$ cat src/rtl/hamming_secded_enc_stream.sv
// ============================================================================
// Module   : hamming_secded_enc_stream
// Brief    : Streaming SECDED Hamming encoder with 2-entry output buffer,
//            per-word error-injection mask and emitted-word counter.
// Revision : 1.0 - initial release
// ============================================================================
`default_nettype none

package hamming_secded_enc_stream_pkg;
  // Smallest m with 2**m >= m + k + 1; must match the decoder's derivation.
  function automatic int calculate_m(input int k);
    int m;
    m = 1;
    while ((2 ** m) < (m + k + 1)) m++;
    return m;
  endfunction
endpackage

module hamming_secded_enc_stream
  import hamming_secded_enc_stream_pkg::*;
#(
  parameter  int K     = 8,
  parameter  int CNT_W = 16,
  localparam int M     = calculate_m(K),
  localparam int N     = M + K
) (
  input  logic             clk_i,
  input  logic             rst_i,
  input  logic             in_valid_i,
  output logic             in_ready_o,
  input  logic [K-1:0]     in_data_i,
  input  logic [N:0]       inj_mask_i,
  output logic             out_valid_o,
  input  logic             out_ready_i,
  output logic [N:0]       out_data_o,
  output logic             out_inj_o,
  output logic [CNT_W-1:0] cnt_o
);

  logic [N:0]       w_cw;
  logic             w_push;
  logic             w_pop;
  logic [1:0]       w_count_next;

  logic [N:0]       r_data [2];
  logic [1:0]       r_inj;
  logic             r_head;
  logic             r_tail;
  logic [1:0]       r_count;
  logic             r_in_ready;
  logic [CNT_W-1:0] r_cnt;

  // Data bits fill non-power-of-two positions in ascending order, then each
  // p(2**j) covers the data positions whose index has bit j set.
  always_comb begin
    int di;
    w_cw = '0;
    di   = 0;
    for (int p = 1; p <= N; p++) begin
      if ((p & (p - 1)) != 0) begin
        w_cw[p] = in_data_i[di];
        di++;
      end
    end
    for (int j = 0; j < M; j++) begin
      for (int p = 1; p <= N; p++) begin
        if (((p & (p - 1)) != 0) && p[j]) w_cw[2 ** j] = w_cw[2 ** j] ^ w_cw[p];
      end
    end
    w_cw[0] = ^w_cw[N:1];
  end

  assign w_push       = in_valid_i && r_in_ready;
  assign w_pop        = (r_count != 2'd0) && out_ready_i;
  assign w_count_next = r_count + {1'b0, w_push} - {1'b0, w_pop};

  always_ff @(posedge clk_i) begin
    if (rst_i) begin
      r_data[0]  <= '0;
      r_data[1]  <= '0;
      r_inj      <= '0;
      r_head     <= 1'b0;
      r_tail     <= 1'b0;
      r_count    <= 2'd0;
      r_in_ready <= 1'b0;
      r_cnt      <= '0;
    end else begin
      if (w_push) begin
        r_data[r_tail] <= w_cw ^ inj_mask_i;
        r_inj[r_tail]  <= |inj_mask_i;
        r_tail         <= ~r_tail;
      end
      if (w_pop) begin
        r_head <= ~r_head;
        r_cnt  <= r_cnt + 1'b1;
      end
      r_count    <= w_count_next;
      r_in_ready <= (w_count_next != 2'd2);
    end
  end

  // Gating with rst_i keeps a mid-operation reset cycle from advertising a transfer.
  assign in_ready_o  = r_in_ready && !rst_i;
  assign out_valid_o = (r_count != 2'd0) && !rst_i;
  assign out_data_o  = r_data[r_head];
  assign out_inj_o   = r_inj[r_head];
  assign cnt_o       = r_cnt;

endmodule

`default_nettype wire

$ cat config.mk
export PLATFORM = sky130hd
export DESIGN_NAME = hamming_secded_enc_stream
export DESIGN_NICKNAME = d
export VERILOG_FILES = /design/src/rtl/hamming_secded_enc_stream.sv
export SDC_FILE = /design/constraint.sdc
export NUM_CORES = 1
export LEC_CHECK = 0
export ABC_AREA = 1
export CAP_MARGIN = 20
export CORE_AREA = 2 2 74 76
export CTS_BUF_LIST = sky130_fd_sc_hd__clkbuf_16
export CTS_CLUSTER_SIZE = 12
export DETAILED_ROUTE_END_ITERATION = 7
export DIE_AREA = 0 0 76 78
export GPL_TIMING_DRIVEN = 0
export PLACE_DENSITY_LB_ADDON = 0.05
export SETUP_SLACK_MARGIN = 0.2
export SLEW_MARGIN = 10
export SYNTH_ARGS = -nofsm -noshare
export SYNTH_HDL_FRONTEND = slang
export SYNTH_SLANG_ARGS = --single-unit
$ cat constraint.sdc
create_clock -name clk_i -period 3.53 [get_ports clk_i]
set_input_delay 0.8825 -clock clk_i [delete_from_list [all_inputs] [get_ports clk_i]]
set_output_delay 0.8825 -clock clk_i [all_outputs]
set_load 0.05 [all_outputs]
==> After elaboration in Yosys (flattened, before gate mapping) <==
Memory sizes are Yosys's and may differ from the RTL's. A register that Yosys moved wholly into a read port is not among the register bits.
Cells that the tools add are included.
{ "op_classes": {"n_addsub": 3, "multipliers": 0, "div": 0, "order_cmp": 3, "eq_ne": 1, "shift": 0, "mux": 15, "bitwise_logic": 17, "reduce_logical": 10} }
{ "op_table": {"columns": ["cell", "n"], "rows": [
  ["OR reduction 13 bit", 2],
  ["adder 16 x 1 -> 16 bit (second input constant)", 1],
  ["bitwise XOR 1 bit", 14],
  ["2-to-1 mux 13 bit", 1],
  ["bitwise XOR 13 bit", 1],
  ["2-to-1 mux 1 bit", 12],
  ["parity 12 bit", 1],
  ["logical AND 1 bit", 5],
  ["< comparator 1 x 2 -> 1 bit (second input constant)", 2],
  ["adder 2 x 1 -> 2 bit", 1],
  ["bitwise mux 2 bit", 1],
  ["inequality test 2 bit (second input constant)", 1],
  ["inverter 1 bit", 2],
  ["nonzero test 2 bit", 1],
  ["subtractor 2 x 1 -> 2 bit", 1],
  ["demux 1 bit (select 1 bit)", 1],
  [">= comparator 1 bit (second input constant)", 1],
  ["zero test 1 bit", 1]
]} }
{ "word_totals": {"register_bits": 23, "latchBits": 0, "ram_bits": 26, "rom_bits": 0, "in_bits": 25, "out_inout_bits": 32, "elab_cells": 56, "memories": 1} }
{ "memory_table": {"columns": ["memory", "depth", "word_bits", "rd", "rd_ports_with_merged_regs", "write_ports", "line_no", "text"], "rows": [
  ["r_data", 2, 13, 1, 1, 2, "45", "logic [N:0] r_data [2];"]
]} }

==> Depth between registers and ports, before layout <==
Gate-level depths: netlist (run 1).
{ "depth": {"ltp_word": 7, "mapped_depth": 13} }

==> Worst setup path before layout (run 1) <==
No wires, ideal clock.
{ "synth_timing": {"path_type": "input -> output", "start": "input port rst_i", "end": "output port in_ready_o", "t_arrival_ps": 1706, "required_ps": 2648, "slack_ps": 941, "path_stages": 2, "path_cell_list": "buf_2 > nor2_1"} }
{ "synth_via": {"elab_chain_len": 2} }
{ "synth_rtl": {"columns": ["element", "line_no", "text"], "rows": [
  ["start: declaration", "28", "input logic rst_i,"],
  ["zero test 1 bit", "103", "assign in_ready_o = r_in_ready && !rst_i;"],
  ["logical AND 1 bit", "103", null],
  ["end: declaration", "30", "output logic in_ready_o,"]
]} }
Every way passes these cells.

==> flow_summary.toml, run 1 <==
[floorplanning]
initial_core_util_pct = 53.67
core_area_um2 = 5042
die_area_um2 = 5928
fp.dieH_um = 78
rows = 26
die_w_um = 76
boundaryPins = 57

[layout]
antennaDiodeCount = 0
multiInputGateArea_um2 = 1227
num-fill-cells = 430
syn_to_final_growth_pct = 27.74
regArea_um2 = 1261
fin_nets = 400
layout-drive-gt1-share_pct = 15.28
postLayoutCellArea_um2 = 3457

[worst_setup_path]
critical_path.startpoint_type = "register"
crit_buf_inv = 2
path_max_fanout = 10
cp_data_required_time_ns = 2.65
slowest_delay_ns = 0.70
crit_family = "buffers and inverters"
rrSetupSlack_ns = 1.71
critPathCaptureType = "output port"
cp_slowest_cell = "clkdlybuf4s50_1"
cp_cell_sequence = "buf_2 -> mux2_2 -> clkdlybuf4s50_1"
crit_type = "register to output port"
critPathArrivalTime_ns = 2.04

[sta]
slew_headroom_pct = 57.04
fin_setup_tns_ns = 0
tightest_slew_ns = 0.6429
hold_ws_ns = 0.4805
drv_slew = 0
rsz0062_at_grt = "false"
finalHoldViolCount = 0
fmax_mhz = 342.1
fin_crit_ns = 2.923
setup_violations = 0
post-route-period-util_pct = 82.81
timing.final.ws_setup_ns = 0.6066
finClkSkew_ns = 0.005570

[detailed_routing]
ant_nets = 0
drcViolationCount = 0
initialDrtViolationCount = 109
drt_wl_total_um = 5590
wl_per_cell_um = 12.62
drt-pass1-iter-count = 4
vias = 2200
routed_via_density = 4.966

[logic_synthesis]
synthArstFlopShare_pct = 0
synth.area.top_cells = "edfxtp_1 29%, dfxtp_1 18%, nand2_1 6.9%"
synth_edf_count = 26
post-synth-top-area-cell = "edfxtp_1"
ys_seq_area_share_pct = 46.60
ys_seq_elements = 50
synth.distinct_cells = 30
synthCells = 315
synthesis.nets = 343
ys_warn_count = 0
synth-main-ff-cell = "edfxtp_1"
synth_top_area_share_pct = 28.85
avgSynthCellArea_um2 = 8.592
syn-cell-area_um2 = 2706

[clock_tree]
clk_pin_slew_ns = 0.06
root_buffer = "clkbuf_16"
cts_buffers = 5
clock_path_buffers = 2
holdBufCountCts = 0
htree_levels = 2
cts_sinks = 50
cts_tree = "done"
cts_setup_buffers = 0
clk_latency_ns = 0.28
cts_resized = 0

[global_routing]
antenna_found_initial = 0
grt_overflow_total = 0
grt.total_usage_pct = 19.41
grt_max_degree = 16
grt_pass1_wl_um = 9087
grt_pass1_vias = 2009

[run_status]
outcome = "completed"

[placed_design]
hpwl_um = 4240
gp_congestion = 0.8289
place_area_um2 = 3294
dp_slack_ns = 0.6769
port_buffers = 50

[min_path]
min_path_type = "register to register"

[power]
power.density_nw_per_um2 = 547.6
p_leak_nw = 1.386
ir_drop_uv = 291.9

[job]
drv_cap = 0
[routing by layer]
metal / up-vias / GRT usage, % / share of wire (%)
met2: 50 / 32.50 / 45
met3: 7 / 4.535 / 4.3
met4: 0 / 6.182 / 1.0
li1: 1138 / - / -
met1: 1005 / 25.04 / 50
met5: - / 0 / 0
[where the power goes]
part           internal (mW)  total (mW)  switching, mW
clock                  0.329       0.516          0.188
combinational          0.243       0.662          0.419
sequential             0.680       0.715         0.0342
total                   1.25        1.89          0.641
[cells in the mapped netlist, types with 2 or more instances]
cell type,instances
nor2_1,48
edfxtp_1,26
nor4_1,2
inv_2,10
nor3b_1,2
inv_1,29
xor2_1,8
nand2_2,7
ha_1,3
nand3_1,19
buf_2,5
buf_4,4
dfxtp_1,24
mux2_2,13
nor3_1,5
a21oi_1,15
nand3_2,5
xnor2_1,18
o21ai_0,12
nand2_1,50
[path summary, 6_finish.rpt]
kind / startpoint / end / cells past startpoint
setup / recovery: register / out_data_o[8] / 3
hold / removal: r_inj[1] / r_inj[1] / 2
setup reg to reg: r_in_ready / r_data[0][10] / 5
hold reg to reg: r_inj[1] / r_inj[1] / 2
[state kept, by name, summed over array words and instances (netlist names), named ones only]
signal and cells:
r_tail 1, r_in_ready 1, cnt_o 16, r_count 2, r_inj 2, r_data 26
r_head 1
[tightest hold or removal path: stages (launching register included)]
cell and delay, ns:
dfxtp_1 0.29, inv_1 0.06, o22ai_1 0.08
[cells in the final DEF (no fill, tap or decap), types with 3 or more instances in the layout]
master and n:
nand2_1 50, clkdlybuf4s50_1 50, nor2_1 48, inv_1 31
edfxtp_1 26, dfxtp_1 24, nand3_1 19, xnor2_1 18
a21oi_1 15, mux2_2 13, o21ai_0 12, inv_2 10
xor2_1 8, nand2_2 7, buf_2 5, nand3_2 5
nor3_1 5, clkbuf_16 5, buf_4 4, ha_1 3
[kinds of logic after synthesis]
logic type | count (synthesis) | share of synthesized area, %
adders and majority gates | 3 | 1.387
xor gates and xnor gates | 26 | 8.414
buffers and inverters | 50 | 8.044
and+or+nand+nor | 143 | 24.41
AOI/OAI and AO/OA | 30 | 5.733
muxes | 13 | 5.409
DFF | 50 | 46.60
[final cells by class]
cell class | instances | area share, %
Timing Repair Buffer | 50 | 14.48
Tap cell | 70 | 2.533
Multi-Input combinational cell | 215 | 35.50
Sequential cell | 50 | 36.48
Inverter | 39 | 4.235
Buffer | 11 | 2.063
Clock buffer | 5 | 3.619
Clock inverter | 3 | 1.086
[stage by stage]
step / utilization [%] / std cells / total power [mW]
after floorplan: - / 315 / 1.199
after global placement: 65.34 / 435 / 1.379
after detailed placement: 65.34 / 435 / 1.393
after CTS: 68.56 / 443 / 1.913
after global routing: 68.56 / 443 / 1.987
final: 68.56 / 443 / 1.893
No activity file was read; power rests on OpenSTA's default activity.
==> inputs of run 2 (changes only) <==
- CORE_AREA: 2 2 74 76 -> 2 2 80 82
- DIE_AREA: 0 0 76 78 -> 0 0 82 84
- clock period: 3.53 -> 2.62 ns (I/O delays scaled with it)
==> flow_summary.toml, run 2 (synthesis gave the netlist of run 1 again) <==
[run_status]
outcome = "completed"

[placed_design]
dp_slack_ns = -0.01671
gp_congestion = 0.8568
hpwl_um = 4327
port_buffers = 50
place_area_um2 = 3303

[global_routing]
grt_pass1_vias = 1927
grt_max_degree = 19
grt.total_usage_pct = 17.42
grt_pass1_wl_um = 9156
grt_overflow_total = 0
antenna_found_initial = 0

[detailed_routing]
drt_wl_total_um = 5613
drt-pass1-iter-count = 4
initialDrtViolationCount = 102
drcViolationCount = 0
ant_nets = 0
wl_per_cell_um = 12.47
vias = 2199
routed_via_density = 4.887

[clock_tree]
clk_latency_ns = 0.29
cts_tree = "done"
htree_levels = 2
cts_setup_buffers = 0
clk_pin_slew_ns = 0.07
cts_buffers = 5
root_buffer = "clkbuf_16"
cts_sinks = 50
clock_path_buffers = 2
holdBufCountCts = 0

[floorplanning]
core_area_um2 = 6096
fp.dieH_um = 84
initial_core_util_pct = 44.40
die_area_um2 = 6888
boundaryPins = 57
rows = 29
die_w_um = 82

[layout]
syn_to_final_growth_pct = 26.49
post-route-util_pct = 56.16
largest_register_ffs = 26
final_common_cell = "nand2_1"
postLayoutCellArea_um2 = 3423
fin_nets = 400
layout-drive-gt1-share_pct = 18.23
antennaDiodeCount = 0
regMostFlops = "r_data"
mostFrequentLayoutCells = "49 x nand2_1, 48 x nor2_1, 34 x clkdlybuf4s50_1"

[worst_setup_path]
critPathCaptureType = "output port"
cp_data_required_time_ns = 1.97
r2r_cells = 4
critical_path.startpoint_type = "register"
path_max_fanout = 10
crit_type = "register to output port"
critPathArrivalTime_ns = 1.68
timing.rr.end = "r_data[1][3]"
r2r_start = "r_in_ready"
rrSetupSlack_ns = 0.93

[power]
p_total_mw = 2.473
p_leak_nw = 1.440
ir_drop_uv = 560.5
power.density_nw_per_um2 = 722.5

[sta]
post-route-period-util_pct = 89.23
rsz0062_at_grt = "false"
fin_crit_ns = 2.338
timing.final.ws_setup_ns = 0.2820
fmax_mhz = 427.7
setup_violations = 0
finalHoldViolCount = 0
finClkSkew_ns = 0.007083
hold_ws_ns = 0.4835
drv_slew = 0
tightest_slew_ns = 0.6833
slew_headroom_pct = 54.34

[min_path]
holdPathEnd = "r_tail"
worstHoldStart = "r_tail"
hold_depth = 2
min_path_type = "register to register"

[job]
drv_cap = 0
[run 2: changes by cell type in the layout (fill, tap and decap cells not counted), sizes merged]
cell	previous run	this run
clkinv	0	1
clkbuf	6	14
dlygate4sd2	0	5
clkdlybuf4s50	50	34
bufinv	1	0
dlymetal6s2s	0	3
[run 2: worst max path at each step]
stage                           to  slack (ns)  cells after the start
floorplan               in_ready_o        0.49                      2
global placement     r_data[0][10]      -0.009                      6
detailed placement   r_data[0][10]       -0.02                      6
CTS                     in_ready_o        0.20                      3
global route         out_data_o[9]        0.20                      3
finish              out_data_o[10]        0.28                      3
[run 2: report_power, final]
part	internal [mW]	switching (mW)	total, mW	leakage [nW]
clock	0.366	0.298	0.664	0.0763
sequential	0.916	0.0451	0.961	0.465
combinational	0.288	0.560	0.849	0.899
[run 2: worst max-delay path, stage by stage, from the launching register on]
cell and delay (ns):
dfxtp_1 0.40, buf_4 0.22, mux2_2 0.34, dlygate4sd2_1 0.42
[run 2: what timing repair did]
action	4_1_cts	5_1_grt
pin swaps	0	0
endpoints found under the setup margin	13	24
gates resized for setup	14	20
cloned	0	0
[run 2: stage by stage]
step,cells,TNS [ns]
6_report,450,0
3_3_place_gp,442,-0.1179
5_1_grt,450,0
2_1_floorplan,315,0
4_1_cts,450,0
3_5_place_dp,442,-0.2091
[run 2: cell type report]
cell class,instances,area (um2)
buffer,11,73.82
clock buffer,5,125.1
timing repair buffer,50,461.7
inverter,39,146.4
multi-input combinational,215,1230
sequential,50,1261
tap,77,96.34
fill,589,2673
clock inverter,3,28.78
[run 2: layer usage]
layer,up-vias,part of all wire [%],global-route usage (%)
li1,1136,-,-
met1,1017,49,25.17
met2,42,46,26.02
met3,4,4.3,3.139
met4,0,1.2,5.909
met5,-,0,0
==> inputs of run 3 (changes only) <==
- CAP_MARGIN: 20 -> default
==> results of run 3 <==
Final layout, timing and power as in run 2 (identical DEF).
